`src/rtl/rom_arbiter.sv`:
```
// Round-robin arbiter sharing one single-port ROM between instruction fetch (IF) and load unit (LS).
// Define ROM_ARB_FIXED_PRIO_EN to replace round-robin with fixed priority (LS beats IF).
module rom_arbiter #(
  parameter int ADDR_W = 8,
  parameter int DATA_W = 32
) (
  input  logic              iCLK,
  input  logic              iRST_N,
  input  logic              iIF_REQ,
  input  logic [ADDR_W-1:0] iIF_ADDR,
  output logic              oIF_GNT,
  output logic              oIF_RVALID,
  input  logic              iIF_RREADY,
  output logic [DATA_W-1:0] oIF_RDATA,
  input  logic              iLS_REQ,
  input  logic [ADDR_W-1:0] iLS_ADDR,
  output logic              oLS_GNT,
  output logic              oLS_RVALID,
  input  logic              iLS_RREADY,
  output logic [DATA_W-1:0] oLS_RDATA,
  output logic              oROM_CE,
  output logic              oROM_RD,
  output logic [ADDR_W-1:0] oROM_ADDR,
  input  logic [DATA_W-1:0] iROM_DATA
);

  // state  | meaning
  // IDLE   | no transaction; sample requests and pick a winner
  // ACCESS | ROM enabled at addr_q; data captured at end of cycle
  // RESP   | owner's RVALID held until owner's RREADY
  typedef enum logic [1:0] {
    IDLE   = 2'd0,
    ACCESS = 2'd1,
    RESP   = 2'd2
  } state_t;

  state_t            state;
  logic              owner_ls;
  logic [ADDR_W-1:0] addr_q;
  logic [DATA_W-1:0] rdata_q;
  logic              pick_ls;
  logic              owner_rready;

`ifdef ROM_ARB_FIXED_PRIO_EN
  assign pick_ls = iLS_REQ;
`else
  logic last_ls;

  // On a tie the requester that was not granted last wins.
  assign pick_ls = iLS_REQ & (~iIF_REQ | ~last_ls);
`endif

  assign owner_rready = owner_ls ? iLS_RREADY : iIF_RREADY;

  assign oROM_ADDR = addr_q;
  assign oIF_RDATA = rdata_q;
  assign oLS_RDATA = rdata_q;

  always_ff @(posedge iCLK or negedge iRST_N) begin
    if (!iRST_N) begin
      state      <= IDLE;
      owner_ls   <= 1'b0;
      addr_q     <= '0;
      rdata_q    <= '0;
      oIF_GNT    <= 1'b0;
      oLS_GNT    <= 1'b0;
      oIF_RVALID <= 1'b0;
      oLS_RVALID <= 1'b0;
      oROM_CE    <= 1'b0;
      oROM_RD    <= 1'b0;
`ifndef ROM_ARB_FIXED_PRIO_EN
      last_ls    <= 1'b1;
`endif
    end else begin
      case (state)
        IDLE: begin
          if (iIF_REQ || iLS_REQ) begin
            state    <= ACCESS;
            owner_ls <= pick_ls;
            addr_q   <= pick_ls ? iLS_ADDR : iIF_ADDR;
            oIF_GNT  <= ~pick_ls;
            oLS_GNT  <= pick_ls;
            oROM_CE  <= 1'b1;
            oROM_RD  <= 1'b1;
`ifndef ROM_ARB_FIXED_PRIO_EN
            last_ls  <= pick_ls;
`endif
          end
        end
        ACCESS: begin
          state      <= RESP;
          rdata_q    <= iROM_DATA;
          oIF_GNT    <= 1'b0;
          oLS_GNT    <= 1'b0;
          oROM_CE    <= 1'b0;
          oROM_RD    <= 1'b0;
          oIF_RVALID <= ~owner_ls;
          oLS_RVALID <= owner_ls;
        end
        RESP: begin
          if (owner_rready) begin
            state      <= IDLE;
            oIF_RVALID <= 1'b0;
            oLS_RVALID <= 1'b0;
          end
        end
        default: begin
          state      <= IDLE;
          oIF_GNT    <= 1'b0;
          oLS_GNT    <= 1'b0;
          oIF_RVALID <= 1'b0;
          oLS_RVALID <= 1'b0;
          oROM_CE    <= 1'b0;
          oROM_RD    <= 1'b0;
        end
      endcase
    end
  end

endmodule

```
`config.mk`:
```
export PLATFORM = sky130hd
export DESIGN_NAME = rom_arbiter
export DESIGN_NICKNAME = d
export VERILOG_FILES = /design/src/rtl/rom_arbiter.sv
export SDC_FILE = /design/constraint.sdc
export NUM_CORES = 1
export LEC_CHECK = 0
export BUFFER_PORTS_ARGS = -buffer_cell sky130_fd_sc_hd__buf_4
export CAP_MARGIN = 20
export CORE_MARGIN = 1.5
export CORE_UTILIZATION = 39
export DETAILED_ROUTE_END_ITERATION = 16
export GPL_TIMING_DRIVEN = 1
export PLACE_DENSITY = 0.76
export SLEW_MARGIN = 20
export SYNTH_ARGS = -nofsm -noshare
export SYNTH_HDL_FRONTEND = slang
export SYNTH_SLANG_ARGS = --single-unit
```
`constraint.sdc`:
```
create_clock -name iCLK -period 1.19 [get_ports iCLK]
set_input_delay 0.0595 -clock iCLK [delete_from_list [all_inputs] [get_ports iCLK]]
set_output_delay 0.0595 -clock iCLK [all_outputs]
set_load 0.02 [all_outputs]
```
# Word level (Yosys, flattened, before mapping)
# Cells that the tools add are included.
# Widths: inputs -> output; s select.
dict set report word_totals {
  regBits 49
  in_bits 54
  output_inout_bits 78
  word_cells 42
}
dict set report classes {
  n_eq_ne 4
  mux 14
  n_bitwise 8
  n_reduce_logical 6
}
# operator count
set ops {}
lappend ops {{$mux 8} 1}
lappend ops {{$reduce_and 2->1} 4}
lappend ops {{$not 1->1} 6}
lappend ops {{$pmux 1 s2} 3}
lappend ops {{$pmux 1 s3} 2}
lappend ops {{$pmux 2 s3} 1}
lappend ops {{$mux 1} 5}
lappend ops {{$mux 2} 2}
lappend ops {{$ne 2x2->1 const B} 2}
lappend ops {{$eq 2x1->1 const B} 1}
lappend ops {{$eq 2x2->1 const B} 1}
lappend ops {{$logic_not 2->1} 1}
lappend ops {{$and 1x1->1} 1}
lappend ops {{$logic_or 1x1->1} 1}
lappend ops {{$or 1x1->1} 1}

# Logic depth before layout (Yosys ltp)
# Gate-level depths: netlist (run 1).
dict set report depth {
  depth_word 6
  mapped_depth 6
  ltp_nobuf 3
}

# Worst setup path after synthesis (run 1)
# Ideal clock, no wire load.
dict set report synth_timing {
  path_kind {register -> register}
  from {reg state[0]}
  to {reg addr_q[0] (netlist: oROM_ADDR[0])}
  setup_time_ps 126
  arrival_ps 1163
  required_time_ps 1064
  path_slack_ps -99
  stages_incl_launch_ff 7
  n_path_buf 3
  period_less_slack_ps 1289
  cell_sequence {dfrtp_1 -> buf_6 -> nor2_2 -> buf_6 -> and3_4 -> buf_6 -> a221o_1}
}
dict set report synth_between {
  elab_chain_cells 2
}
# item line
set synth_rtl {}
lappend synth_rtl {{start: declaration} 37} ;# state_t state;
lappend synth_rtl {{start signal: assignment} 61} ;# state <= IDLE;
lappend synth_rtl {{start signal: assignment} 78} ;# state <= ACCESS;
lappend synth_rtl {{start signal: assignment} 91} ;# state <= RESP;
lappend synth_rtl {{$logic_not 2->1} 75} ;# case (state)
lappend synth_rtl {{$reduce_and 2->1 (no source line)} -}
lappend synth_rtl {{end signal: assignment} 80} ;# addr_q <= pick_ls ? iLS_ADDR : iIF_ADDR;
lappend synth_rtl {{end: declaration} 39} ;# logic [ADDR_W-1:0] addr_q;
# No other way between the ends.
# A chain may end at the register's enable or synchronous reset.

# Worst setup path in the final report (run 1)
dict set report layout_timing {
  from {reg last_ls}
  to {reg addr_q[7] (netlist: oROM_ADDR[7])}
}
dict set report layout_between {
  elab_chain_cells 4
}
# item line
set layout_rtl {}
lappend layout_rtl {{start: declaration} 47} ;# logic last_ls;
lappend layout_rtl {{start signal: assignment} 86} ;# last_ls <= pick_ls;
lappend layout_rtl {{$not 1->1} 50} ;# assign pick_ls = iLS_REQ & (~iIF_REQ | ~last_ls);
lappend layout_rtl {{$or 1x1->1} 50}
lappend layout_rtl {{$and 1x1->1} 50}
lappend layout_rtl {{$mux 8} 80}
# No other way between the ends.

==> results of run 1 <==
-- cell type report --
class	instances	area, sq um	share of cell area
clock buffers	7	86.3	0.0227
multi-input cells	75	736	0.194
flip-flops and latches	49	1230	0.324
repair buffers	194	1650	0.433
well taps	72	90.1	0.0237
inverters	3	11.3	0.00296
-- worst paths after layout --
path / endpoint / startpoint / depth (start not counted)
worst max-delay path: oROM_ADDR[7]$_DFFE_PN0P_ / last_ls$_DFFE_PN1P_ / 3
worst min-delay path: oIF_RDATA[21]$_DFFE_PN0N_ / iROM_DATA[21] / 2
worst max register to register: oROM_ADDR[7]$_DFFE_PN0P_ / last_ls$_DFFE_PN1P_ / 3
worst min register to register: oLS_RVALID$_DFFE_PN0P_ / oLS_RVALID$_DFFE_PN0P_ / 1
max in group asynchronous: oIF_RDATA[9]$_DFFE_PN0N_ / iRST_N / 3
min in group asynchronous: oROM_ADDR[0]$_DFFE_PN0P_ / iRST_N / 2
-- per-layer routing --
| layer | vias up | GRT usage |
|---|---|---|
| li1 | 872 | - |
| met1 | 915 | 0.208 |
| met2 | 81 | 0.339 |
| met3 | 11 | 0.0453 |
| met4 | 0 | 0.0554 |
| met5 | - | 0 |
-- stage by stage --
step	std cells	power (uW)	utilization
after floorplan	167	7470	-
after global placement	340	9330	0.567
after detailed placement	340	9460	0.567
after CTS	397	10900	0.680
after global routing	400	11500	0.690
final	400	10900	0.690
-- flip-flops by register name (all words and copies together), names as in the netlist --
name,flops
owner_ls,1
state,2
oIF_RDATA,32
oIF_GNT,1
oIF_RVALID,1
oROM_RD,1
last_ls,1
oLS_GNT,1
oLS_RVALID,1
oROM_ADDR,8
-- power breakdown --
part | switching (uW) | internal, uW
Sequential | 678 | 2550
Clock | 510 | 462
Combinational | 3260 | 3480
Total | 4450 | 6490
-- synth_stat cells (2+ instances only) --
library cell | number | area share
a221o_1 | 8 | 0.036
dfrtp_1 | 48 | 0.54
mux2i_1 | 2 | 0.0090
nand2b_1 | 2 | 0.0056
mux2_2 | 32 | 0.16
inv_1 | 3 | 0.0050
a21oi_1 | 2 | 0.0045
buf_4 | 36 | 0.12
nor2_1 | 2 | 0.0034
a21o_1 | 2 | 0.0067
a21boi_0 | 8 | 0.027
clkbuf_1 | 2 | 0.0034
buf_6 | 3 | 0.015
nand2_1 | 2 | 0.0034
-- what timing repair did --
item / 4_1_cts / 5_1_grt
setup buffers: 3 / 0
hold buffers: 45 / 3
hold endpoints to repair: 88 / 2
setup endpoints to repair: 43 / 43
pin swaps: 5 / 2
gates cloned: 2 / 0
gates resized for setup: 17 / 7
-- kinds of logic after synthesis --
logic type	Yosys count	share of synthesized area
buf+inv	44	0.145
mux	34	0.170
flops	49	0.550
compound gates	27	0.101
simple gates	13	0.0347
-- worst register-to-register path, delay by kind of cell (launching register included) --
| family | cells | cell delay, ns |
|---|---|---|
| and+or+nand+nor | 2 | 0.37 |
| DFF | 1 | 0.40 |
| AOI/OAI and AO/OA | 1 | 0.35 |
==> results.json, run 1 <==
{
  "grt_overflow_total": 0,
  "grt_pass1_wl_microns": 8910,
  "initial_core_util": 0.406,
  "worst_pin_slew_ns": 0.315,
  "viasPerCell": 4.70,
  "wl_met1_microns": 2170,
  "grt.total_usage": 0.184,
  "crit_fanout": 8,
  "synth_seq_cells": 49,
  "gp_congestion": 0.795,
  "synth-main-ff-cell": "dfrtp_1",
  "slew_violations": 0,
  "slowest_stage": "dfstp_2",
  "critPathKind": "register to register",
  "routed_wl_microns": 5630,
  "drc_errors": 0,
  "ff2ff_setup_slack_ns": -0.05,
  "drive_gt1_frac": 0.610,
  "vias": 1879,
  "wl_met2_microns": 2970,
  "clk_latency_ns": 0.30,
  "die_w_microns": 78.7,
  "max-slew-margin-rel": 0.790,
  "hold_viol": 0,
  "fin_skew_ns": 0.00896,
  "synth_edf_count": 0,
  "arrival_ns": 1.42,
  "first_pass_iters": 4,
  "final_cell_mix": "139 x buf_4, 48 x dlygate4sd3_1, 46 x dfrtp_1, 31 x mux2_2, 8 x a221o_1",
  "die_area_sq_mm": 0.00619,
  "syn_avg_cell_area_sq_um": 13.4,
  "worst_slack_ns": -0.0495,
  "p_leak_uw": 0.00186,
  "violations": "negative setup slack",
  "required_ns": 1.37,
  "drt_iter0_markers": 33,
  "setup_viol": 34,
  "cts_buffer_depth": 2,
  "grt_pass1_vias": 1933,
  "cts-buffers-inserted": 5,
  "cts.htree.levels": 2,
  "cts.sinks": 49,
  "synth-seq-area-share": 0.550,
  "synth.distinct_cells": 29,
  "crit_chain": "nand2b_1 -> and3_4 -> a221o_1",
  "synth_nets": 221,
  "area_growth_pct": 70.1,
  "mostFrequentLayoutCell": "buf_4",
  "cp_top_family": "flip-flops",
  "crit_path_start_kind": "register",
  "critPathMaxStageDelay_ns": 0.40,
  "maxCapViolCount": 0,
  "syn_area_sq_mm": 0.00223,
  "antennaDiodeCount": 0,
  "post_dp_cell_area_sq_mm": 0.00312,
  "peakVddDrop_v": 0.00160,
  "pre_cts_ws_ns": -0.119,
  "dr.max_layer_used": "met4",
  "place.port_buffers": 131,
  "drtAntennaViolNets": 0,
  "hold_ws_ns": 0.0168,
  "antenna_found_initial": 0,
  "core_area_sq_mm": 0.00551,
  "die_height_microns": 78.7,
  "clock.fmax_mhz": 807,
  "path_clk_slew_ns": 0.09,
  "cts_root_buf": "clkbuf_8",
  "yosysWarningCount": 0,
  "stdcell_area_sq_mm": 0.00380,
  "rsz0062_at_grt": "yes",
  "fill_cells": 403,
  "worst-path-buf-inv": 0,
  "ios": 132,
  "cts_tree": "done",
  "met3_length_microns": 371,
  "hold_path.class": "input port to register",
  "syn_inst": 167,
  "routedWlPerCell_microns": 14.1,
  "power_density_mw_per_mm2": 2880,
  "status": "finished with violations",
  "rows": 27,
  "finalCritPeriodShare": 1.04,
  "async_reset_ff_frac": 1.00,
  "endpoint_kind": "register",
  "setup_tns_ns": -0.586,
  "min_period_ns": 1.24,
  "fin_nets": 382,
  "grt_max_degree": 28,
  "hpwlAfterDp_microns": 3510
}
Note: power is estimated with default switching activity, not from simulation.
==> run 2, diff against run 1 <==
- CORE_UTILIZATION: 39 -> 43
- PLACE_DENSITY: 0.76 -> 0.79
- clock period: 1.19 -> 1.2 ns (I/O delays scaled with it)
==> run 2 against run 1 <==
Compared with the run above:
- the run still ends with negative setup slack left
- die area decreased by 9.0%
- largest cell class unchanged
- critical path depth rose by 1
- first-iteration DRC count up 100%
- final cell count decreased by 0.50%
- clock skew decreased by 0.0048 ns
- hold slack is essentially flat
- combinational power grew 3%
- sequential power barely moved
==> results.json, run 2 (synthesis gave the netlist of run 1 again) <==
{
  "grt_pass1_vias": 1703,
  "cts_buffer_depth": 2,
  "worst_slack_ns": -0.0390,
  "cts.htree.levels": 2,
  "die_area_sq_mm": 0.00564,
  "arrival_ns": 1.42,
  "antennaDiodeCount": 0,
  "pre_cts_ws_ns": -0.0993,
  "ios": 132,
  "cts_tree": "done",
  "cts-buffers-inserted": 5,
  "grt_pass1_wl_microns": 8070,
  "p_leak_uw": 0.00190,
  "routedWlPerCell_microns": 15.2,
  "finalCritPeriodShare": 1.03,
  "worst_pin_slew_ns": 0.335,
  "maxCapViolCount": 0,
  "routed_wl_microns": 6040,
  "drt_iter0_markers": 66,
  "gp_congestion": 0.789,
  "crit_path_start_kind": "register",
  "cts.sinks": 49,
  "vias": 1895,
  "violations": "negative setup slack",
  "rows": 26,
  "fin_skew_ns": 0.00418,
  "worst-path-buf-inv": 2,
  "crit_chain": "inv_2 -> nand2_4 -> clkbuf_16 -> mux2_2",
  "grt_overflow_total": 0,
  "endpoint_kind": "register",
  "area_growth_pct": 71.3,
  "initial_core_util": 0.443,
  "largest_reg_flops": 32,
  "peakVddDrop_v": 0.00145,
  "viasPerCell": 4.76,
  "place.port_buffers": 131,
  "crit_fanout": 10,
  "drtAntennaViolNets": 0,
  "status": "finished with violations",
  "hold_viol": 0,
  "clock.fmax_mhz": 807,
  "critPathKind": "register to register",
  "slew_violations": 0,
  "grt.total_usage": 0.193,
  "antenna_found_initial": 0,
  "fin_nets": 381,
  "die_height_microns": 75.1,
  "required_ns": 1.38,
  "cp_top_family": "flip-flops",
  "drive_gt1_frac": 0.610,
  "critPathMaxStageDelay_ns": 0.41,
  "core_area_sq_mm": 0.00504,
  "hold_path.class": "input port to register",
  "grt_max_degree": 26,
  "power_density_mw_per_mm2": 2890,
  "first_pass_iters": 4,
  "path_clk_slew_ns": 0.08,
  "clk_latency_ns": 0.29,
  "drc_errors": 0,
  "final_cell_mix": "140 x buf_4, 47 x dlygate4sd3_1, 46 x dfrtp_1, 22 x mux2_2, 10 x mux2_4",
  "fin_util": 0.759,
  "slowest_stage": "dfrtp_2",
  "min_period_ns": 1.24,
  "die_w_microns": 75.1,
  "hpwlAfterDp_microns": 3690,
  "setup_viol": 23,
  "cts_root_buf": "clkbuf_8",
  "mostFrequentLayoutCell": "buf_4",
  "max-slew-margin-rel": 0.777,
  "rsz0062_at_grt": "yes"
}
[run 2: routing by layer]
metal  global-route usage  wire length, microns  part of all wire
met5                    0                     0                 0
met4               0.0606                    59            0.0098
met2                0.339                  3200              0.53
met3               0.0549                   448             0.074
met1                0.228                  2330              0.39
[run 2: worst register-to-register path, delay by kind of cell, from the launching register on]
family,cells,cell delay [ns]
buffers and inverters,2,0.24
muxes,1,0.33
and+or+nand+nor,1,0.13
DFF,1,0.41
[run 2: per-stage QoR]
step	instance area (sq um)	total power, uW	hold slack, ns	TNS [ns]	instances
final	3820	11100	0.0165	-0.405	398
after global routing	3820	11600	0.00424	-1.81	398
after CTS	3660	10500	0.000498	-0.0199	391
after detailed placement	3130	9430	-0.00818	-1.54	339
after floorplan	2250	7400	-0.236	-1.47	167
after global placement	3130	9270	-0.0161	-0.697	339
[run 2: area by class of cell]
cell class              count  area (sq um)
repair buffers            194          1650
flip-flops and latches     49          1230
fillers                   326          1220
multi-input cells          74           762
well taps                  70          87.6
clock buffers               8          80.1
inverters                   3          11.3
[run 2: timing repair]
action,4_1_cts,5_1_grt
setup buffers,1,1
hold endpoints to repair,85,3
gates cloned,0,2
pin swaps,2,4
setup endpoints to repair,40,30
gates resized for setup,6,25
hold buffers,43,4
[run 2: final timing paths]
| path | to | startpoint | cells after the start | slack, ns |
|---|---|---|---|---|
| setup / recovery | oIF_RDATA[31]$_DFFE_PN0N_ | state[1]$_DFFE_PN0P_ | 4 | -0.04 |
| hold / removal | oROM_ADDR[1]$_DFFE_PN0P_ | iIF_ADDR[1] | 2 | 0.02 |
| setup reg to reg | oIF_RDATA[31]$_DFFE_PN0N_ | state[1]$_DFFE_PN0P_ | 4 | -0.04 |
| hold reg to reg | oLS_RVALID$_DFFE_PN0P_ | oLS_RVALID$_DFFE_PN0P_ | 1 | 0.53 |
| max in group asynchronous | oIF_RDATA[11]$_DFFE_PN0N_ | iRST_N | 3 | 0.55 |
| min in group asynchronous | oIF_RDATA[28]$_DFFE_PN0N_ | iRST_N | 2 | 0.21 |
[run 2: power breakdown]
group / switching [uW] / internal (uW)
sequential: 696 / 2520
combinational: 3310 / 3610
clock: 495 / 415
